--- src/rtl/clock_div_multi.sv ---
// clock_div_multi: multi-channel programmable 50%-duty clock divider.
// Each channel divides clk_in by 2*D, where D = max(active divisor, 1),
// and emits a one-cycle tick in the cycle its divided clock rises.
// Divisors load into a shadow register and are applied only at the end
// of a full period (falling wrap), on disable, or on sync, so a retune
// never produces a short or partial pulse.
//
// Ports:
//   clk_in    input clock, all state on its rising edge
//   rst_n     asynchronous active-low reset
//   en        per-channel run enable
//   sync      one-cycle strobe restarting all enabled channels in phase
//   div_load  per-channel strobe capturing its divisor slice
//   div_in    divisor values, channel i at [i*WIDTH +: WIDTH]
//   clk_out   divided clocks (registered)
//   tick      one-cycle pulse in the cycle clk_out[i] rises (registered)
//   pending   a loaded divisor is waiting to be applied (registered)
module clock_div_multi #(
    parameter int unsigned NCH         = 2,
    parameter int unsigned WIDTH       = 8,
    parameter int unsigned DEFAULT_DIV = 1
) (
    input  logic                   clk_in,
    input  logic                   rst_n,
    input  logic [NCH-1:0]         en,
    input  logic                   sync,
    input  logic [NCH-1:0]         div_load,
    input  logic [NCH*WIDTH-1:0]   div_in,
    output logic [NCH-1:0]         clk_out,
    output logic [NCH-1:0]         tick,
    output logic [NCH-1:0]         pending
);

    localparam logic [WIDTH-1:0] DEF_DIV = WIDTH'(DEFAULT_DIV);

    for (genvar gi = 0; gi < NCH; gi++) begin : g_ch
        logic [WIDTH-1:0] r_cnt;
        logic [WIDTH-1:0] r_active;
        logic [WIDTH-1:0] r_shadow;
        logic             r_clk;
        logic             r_tick;
        logic             r_pend;

        logic [WIDTH-1:0] w_cnt_nxt;
        logic [WIDTH-1:0] w_active_nxt;
        logic [WIDTH-1:0] w_shadow_nxt;
        logic             w_clk_nxt;
        logic             w_tick_nxt;
        logic             w_pend_nxt;
        logic             w_apply;
        logic [WIDTH-1:0] w_slice;
        logic [WIDTH-1:0] w_last;
        logic             w_wrap;

        assign w_slice = div_in[gi*WIDTH +: WIDTH];

        // Terminal count D-1; a zero divisor behaves as 1 (terminal 0)
        assign w_last = (r_active == '0) ? '0 : (r_active - WIDTH'(1));
        assign w_wrap = (r_cnt == w_last);

        // Next-state: disable > sync > wrap > count, then divisor bookkeeping
        always_comb begin
            w_cnt_nxt    = r_cnt + WIDTH'(1);
            w_clk_nxt    = r_clk;
            w_tick_nxt   = 1'b0;
            w_apply      = 1'b0;
            w_active_nxt = r_active;
            w_shadow_nxt = r_shadow;
            w_pend_nxt   = r_pend;

            if (!en[gi]) begin
                w_cnt_nxt = '0;
                w_clk_nxt = 1'b0;
                w_apply   = 1'b1;
            end else if (sync) begin
                w_cnt_nxt = '0;
                w_clk_nxt = 1'b0;
                w_apply   = 1'b1;
            end else if (w_wrap) begin
                w_cnt_nxt  = '0;
                w_clk_nxt  = ~r_clk;
                w_tick_nxt = ~r_clk;
                // Only the high->low wrap closes a full period
                w_apply    = r_clk;
            end

            // A load coinciding with an application point is used directly
            if (w_apply) begin
                if (div_load[gi]) begin
                    w_active_nxt = w_slice;
                    w_shadow_nxt = w_slice;
                end else begin
                    w_active_nxt = r_shadow;
                end
                w_pend_nxt = 1'b0;
            end else if (div_load[gi]) begin
                w_shadow_nxt = w_slice;
                w_pend_nxt   = 1'b1;
            end
        end

        // Channel state register
        always_ff @(posedge clk_in or negedge rst_n) begin
            if (!rst_n) begin
                r_cnt    <= '0;
                r_active <= DEF_DIV;
                r_shadow <= DEF_DIV;
                r_clk    <= 1'b0;
                r_tick   <= 1'b0;
                r_pend   <= 1'b0;
            end else begin
                r_cnt    <= w_cnt_nxt;
                r_active <= w_active_nxt;
                r_shadow <= w_shadow_nxt;
                r_clk    <= w_clk_nxt;
                r_tick   <= w_tick_nxt;
                r_pend   <= w_pend_nxt;
            end
        end

        assign clk_out[gi] = r_clk;
        assign tick[gi]    = r_tick;
        assign pending[gi] = r_pend;
    end

endmodule

--- config.mk ---
export PLATFORM = sky130hd
export DESIGN_NAME = clock_div_multi
export DESIGN_NICKNAME = d
export VERILOG_FILES = /design/src/rtl/clock_div_multi.sv
export SDC_FILE = /design/constraint.sdc
export NUM_CORES = 1
export LEC_CHECK = 0
export ABC_AREA = 1
export CORE_MARGIN = 3
export CORE_UTILIZATION = 57
export DETAILED_ROUTE_END_ITERATION = 12
export PLACE_DENSITY = 0.88
export SLEW_MARGIN = 30
export SYNTH_ARGS = -nofsm -noshare
export SYNTH_HDL_FRONTEND = slang
export SYNTH_SLANG_ARGS = --single-unit
--- constraint.sdc ---
create_clock -name clk_in -period 2.3 [get_ports clk_in]
set_input_delay 0.69 -clock clk_in [delete_from_list [all_inputs] [get_ports clk_in]]
set_output_delay 0.69 -clock clk_in [all_outputs]
set_load 0.03 [all_outputs]
# ---- Yosys cells after proc, flatten, opt, wreduce, memory -nomap -nowiden
# Index checks and enable logic that the tools add are counted.
dict set report totals {
  input_bits 23
  out_inout_bits 6
  elab_cells 58
  register_bits 54
}
dict set report op_classes {
  bitwise 2
  mux 32
  reduce_logical 4
  add_sub_neg 4
  eq_ne 4
}
# cell count
set op_table {}
lappend op_table {{$mux 8} 10}
lappend op_table {{$mux 1} 22}
lappend op_table {{$add 8x1->8 const B} 2}
lappend op_table {{$eq 8x8->1} 2}
lappend op_table {{$logic_not 8->1} 2}
lappend op_table {{$sub 8x1->8 const B} 2}
lappend op_table {{$ne 3x1->1 const B} 2}
lappend op_table {{$reduce_bool 2->1} 2}
lappend op_table {{$not 1->1} 2}

# ---- Depth between registers and ports, before layout
# Gate-level depths: netlist of the first run.
dict set report depth {
  word_depth 7
  ltp_mapped 17
  mapped_depth_nobuf 16
}

# ---- Worst setup path after synthesis of the first run
# Ideal clock, no wire load.
dict set report synth_path {
  path_type {reg-to-reg}
  from {register g_ch[1].r_active[0]}
  to {register g_ch[1].r_pend}
  path_buffers 2
  stages_incl_launch_ff 17
  setup_ps 125
  period_less_slack_ps 2008
  path_slack_ps 292
  t_arrival_ps 1883
  path_cell_list {dfstp_2 -> inv_1 -> ha_1 -> nand2_1 -> nor2_2 -> nand2_2 -> buf_6 -> nand2_1 -> nand2_1 -> nand2_1 -> inv_1 -> nand3_1 -> nor2_2 -> nand2_4 -> nand2_8 -> buf_12 -> a21oi_1}
}
dict set report synth_via {
  elab_chain_len 7
}
# element line
set synth_lines {}
lappend synth_lines {{start: declaration} 38} ;# logic [WIDTH-1:0] r_active;
lappend synth_lines {{start signal: assignment} 113} ;# r_active <= w_active_nxt;
lappend synth_lines {{$sub 8x1->8 or $logic_not 8->1 (tied branches)} 58} ;# assign w_last = (r_active == '0) ? '0 : (r_active - WIDTH'(1));
lappend synth_lines {{$mux 8 *} 58}
lappend synth_lines {{$eq 8x8->1 *} 59} ;# assign w_wrap = (r_cnt == w_last);
lappend synth_lines {{$mux 1 *} 79} ;# end else if (w_wrap) begin
lappend synth_lines {{$mux 1 *} 75} ;# end else if (sync) begin
lappend synth_lines {{$mux 1 *} 71} ;# if (!en[gi]) begin
lappend synth_lines {{$mux 1 or $reduce_bool 2->1 (tied branches)} -}
lappend synth_lines {{end signal: assignment} 117} ;# r_pend <= w_pend_nxt;
lappend synth_lines {{end: declaration} 42} ;# logic r_pend;
# Every way passes the cells marked *; elsewhere a longest branch is shown, timed or not.
# A chain may end at the register's enable or synchronous reset.

# ---- Final worst setup path of the first run
dict set report layout_path {
  from {register g_ch[1].r_active[0]}
  to {register g_ch[1].r_active[1]}
}
dict set report layout_via {
  elab_chain_len 6
}
# element line
set layout_lines {}
lappend layout_lines {{$sub 8x1->8 or $logic_not 8->1 (tied branches)} 58}
lappend layout_lines {{$mux 8 *} 58}
lappend layout_lines {{$eq 8x8->1 *} 59}
lappend layout_lines {{$mux 1 *} 79}
lappend layout_lines {{$mux 1 *} 75}
lappend layout_lines {{$mux 1 *} 71}
# Marked as above.

==> summary.txt, run 1 <==
Global routing
  – Initial antenna violation count: 0
  – GRT Residual Overflow: 0
  – Overall routing resource usage: 0.237
  – Largest net degree at the start of global routing: 28
  – Global-route wire length before repair: 11800 µm
  – Vias in the first global route: 2731

Critical path
  – Critical Path RT: 2.52 ns
  – Startpoint types: flop
  – Crit Path Class: reg2reg
  – Critical-path cell list: inv_2, ha_4, nand2_1, nor2_4, nand2_4, nand2_1, nand2_1, nand2_1, inv_1, nand3_1, nor2_2, nand2_4, nand2_8, nand2_4, nand2_1, nand2_1
  – CP arrival: 2.40 ns
  – Worst r2r path cells: 16
  – CP Max Fanout: 11
  – Crit-path slowest cell: dfstp_2
  – Crit-path most repeated cell: nand2_1
  – Crit end category: flop
  – Max incr delay on CP: 0.56 ns

Hold path
  – Hold Crit Class: in2async

Synth
  – Post-Synthesis Cells: 383
  – Synth Register Bits: 54
  – Number of enable flip-flop cells after synthesis: 0
  – Syn. warnings: 0
  – Top cells by area, synth: dfrtp_1, nand2_1, nand3_1, mux2_2, inv_1
  – Synth Cell Area: 0.00305 mm²
  – Post-synth net total: 410
  – Fraction of registers with async set/reset: 1.00
  – Synth area leader: dfrtp_1
  – Top-area cell type share of the netlist area: 0.410
  – Synth unique cells: 30
  – Syn Area/Cell: 7.96 µm²
  – Post-synthesis sequential area ratio: 0.445
  – Post-synth top flop: dfrtp_1

Final layout
  – Nets: 443
  – Commonest non-fill, non-tap cell in the layout: nand2_1
  – # fillers: 387
  – Design Area, Final: 0.00355 mm²
  – ANT cells: 0
  – Area grow syn2layout: 16.3%
  – Layout cells sized above 1: 0.146
  – Commonest cells after routing, fill and taps aside: nand2_1, dfrtp_1, nand3_1, inv_1, nor2_1

Place
  – Routability Congestion: 0.948
  – DP Area: 0.00337 mm²
  – Hpwl dp: 4950 µm
  – Dpl ws: -0.0278 ns
  – Port Buffers: 28

Clock network
  – Htree depth: 2
  – Clock sink count: 54
  – Clk slew on worst S/H paths: 0.10 ns
  – TritonCTS buffer count: 5
  – CTS tree: built
  – Hold buffers post-CTS: 0
  – Clk_lat worst skew: 0.32 ns
  – Maximum clock path buffer count: 2
  – Clock Root Buffer: clkbuf_8

Power
  – Lkg Pwr: 1.74 nW
  – Total power: 2.28 mW
  – Maximum VDD drop: 0.500 mV
  – Cell Pwr Density: 644 mW/mm²

Drt
  – Via count: 2640
  – DRT iter0 DRCs: 196
  – Drt wl/cell: 14.0 µm
  – ANT nets after route: 0
  – Router iterations before antenna repair: 4
  – WL final: 6770 µm
  – Via density: 5.45
  – Drc violations: 0

STA
  – Final worst slack: 0.118 ns
  – Final min period: 2.18 ns
  – Max Clk Rate: 458 MHz
  – Worst slew margin: 0.702
  – Worst-Margin Slew: 0.445 ns
  – Final count of pins violating max slew: 0
  – Crit share post-route: 0.949
  – Post-Route Skew: 0.0135 ns
  – Final hold violations: 0
  – Number of setup violations in the final report: 0

Floorplanning
  – DIE WIDTH: 79.2 µm
  – Rows: 25
  – Initial Util: 0.617
  – Die Footprint: 0.00627 mm²
  – Core ar.: 0.00494 mm²
  – Die height: 79.2 µm
  – I/O pin cnt: 29

Flow run
  – # Max-Cap Violations: 0

Outcome
  – Outcome: completed
repair_timing:
item	in CTS	in global routing
pin swaps	0	3
gates cloned	0	1
buffers inserted	3	2
resized for setup	1	7
setup endpoints to repair	8	32
final cells by class:
type                       instances  area, µm²  share of cell area
clock buffer                       5       68.8              0.0194
clock inverter                     3       22.5             0.00635
inverter                          46        173              0.0487
multi-input combinational        271       1460               0.410
sequential                        54       1360               0.382
tap                               67       83.8              0.0236
timing repair buffer              38        388               0.109
through the flow:
stage	TNS, ns	cells	hold WS [ns]	utilization
after global routing	-0.0310	484	0.260	0.718
after detailed placement	-0.0801	470	0.469	0.682
final	0	484	0.268	0.718
after CTS	0	481	0.260	0.706
after global placement	0	470	0.457	0.682
after floorplan	0	383	0.394	-
worst max-delay path, delay by kind of cell (launching register included):
| family | cells | cell delay [ns] |
|---|---|---|
| AND/OR/NAND/NOR | 13 | 1.20 |
| buffers and inverters | 2 | 0.13 |
| adder cells (fa/ha/maj) | 1 | 0.18 |
| flip-flops | 1 | 0.56 |
layer usage:
metal | global-route usage | routed length [µm]
met5 | 0 | 0
met2 | 0.435 | 3530
met4 | 0.0893 | 143
met3 | 0.0533 | 298
met1 | 0.266 | 2800
synth_stat cells (all sizes together) (7+ instances only):
library cell and n:
buf 10, dfrtp 50, inv 46, mux2 16
nand2 114, nand3 51, nand4 10, nor2 46
nor3 7, o21ai 8, xor2 8
cells by family after synthesis:
logic type | synth area share
compound gates | 0.0201
xor+xnor | 0.0283
fa+ha+maj | 0.0164
buf+inv | 0.0906
flops | 0.445
mux | 0.0591
simple gates | 0.341
sequential cells by signal (all words and copies together), names as in the netlist:
register and flops:
g_ch.r_clk 2, g_ch.r_cnt 16, g_ch.r_active 16, g_ch.r_tick 2, g_ch.r_shadow 16, g_ch.r_pend 2
report_power, final:
part,switching (mW),internal [mW]
Combinational,0.380,0.249
Clock,0.327,0.221
Sequential,0.0726,1.04
path summary, 6_finish.rpt:
check                                                start                               to  slack [ns]
hold reg to reg            g_ch[0].r_active[0]$_DFFE_PN1P_  g_ch[0].r_active[0]$_DFFE_PN1P_        0.48
max in group asynchronous                            rst_n         g_ch[0].r_tick$_DFF_PN0_        1.49
min in group clk_in        g_ch[0].r_active[0]$_DFFE_PN1P_  g_ch[0].r_active[0]$_DFFE_PN1P_        0.48
setup reg to reg           g_ch[1].r_active[0]$_DFFE_PN1P_  g_ch[1].r_active[1]$_DFFE_PN0P_        0.12
hold / removal                                       rst_n    g_ch[1].r_shadow[1]$_DFF_PN0_        0.27
setup / recovery           g_ch[1].r_active[0]$_DFFE_PN1P_  g_ch[1].r_active[1]$_DFFE_PN0P_        0.12
No activity file was read; power rests on OpenSTA's default activity.
==> run 2: changes to the inputs <==
CTS_CLUSTER_SIZE = 16   (was default)
==> results of run 2 <==
The final DEF is identical to that of run 1; final timing and power are the same.
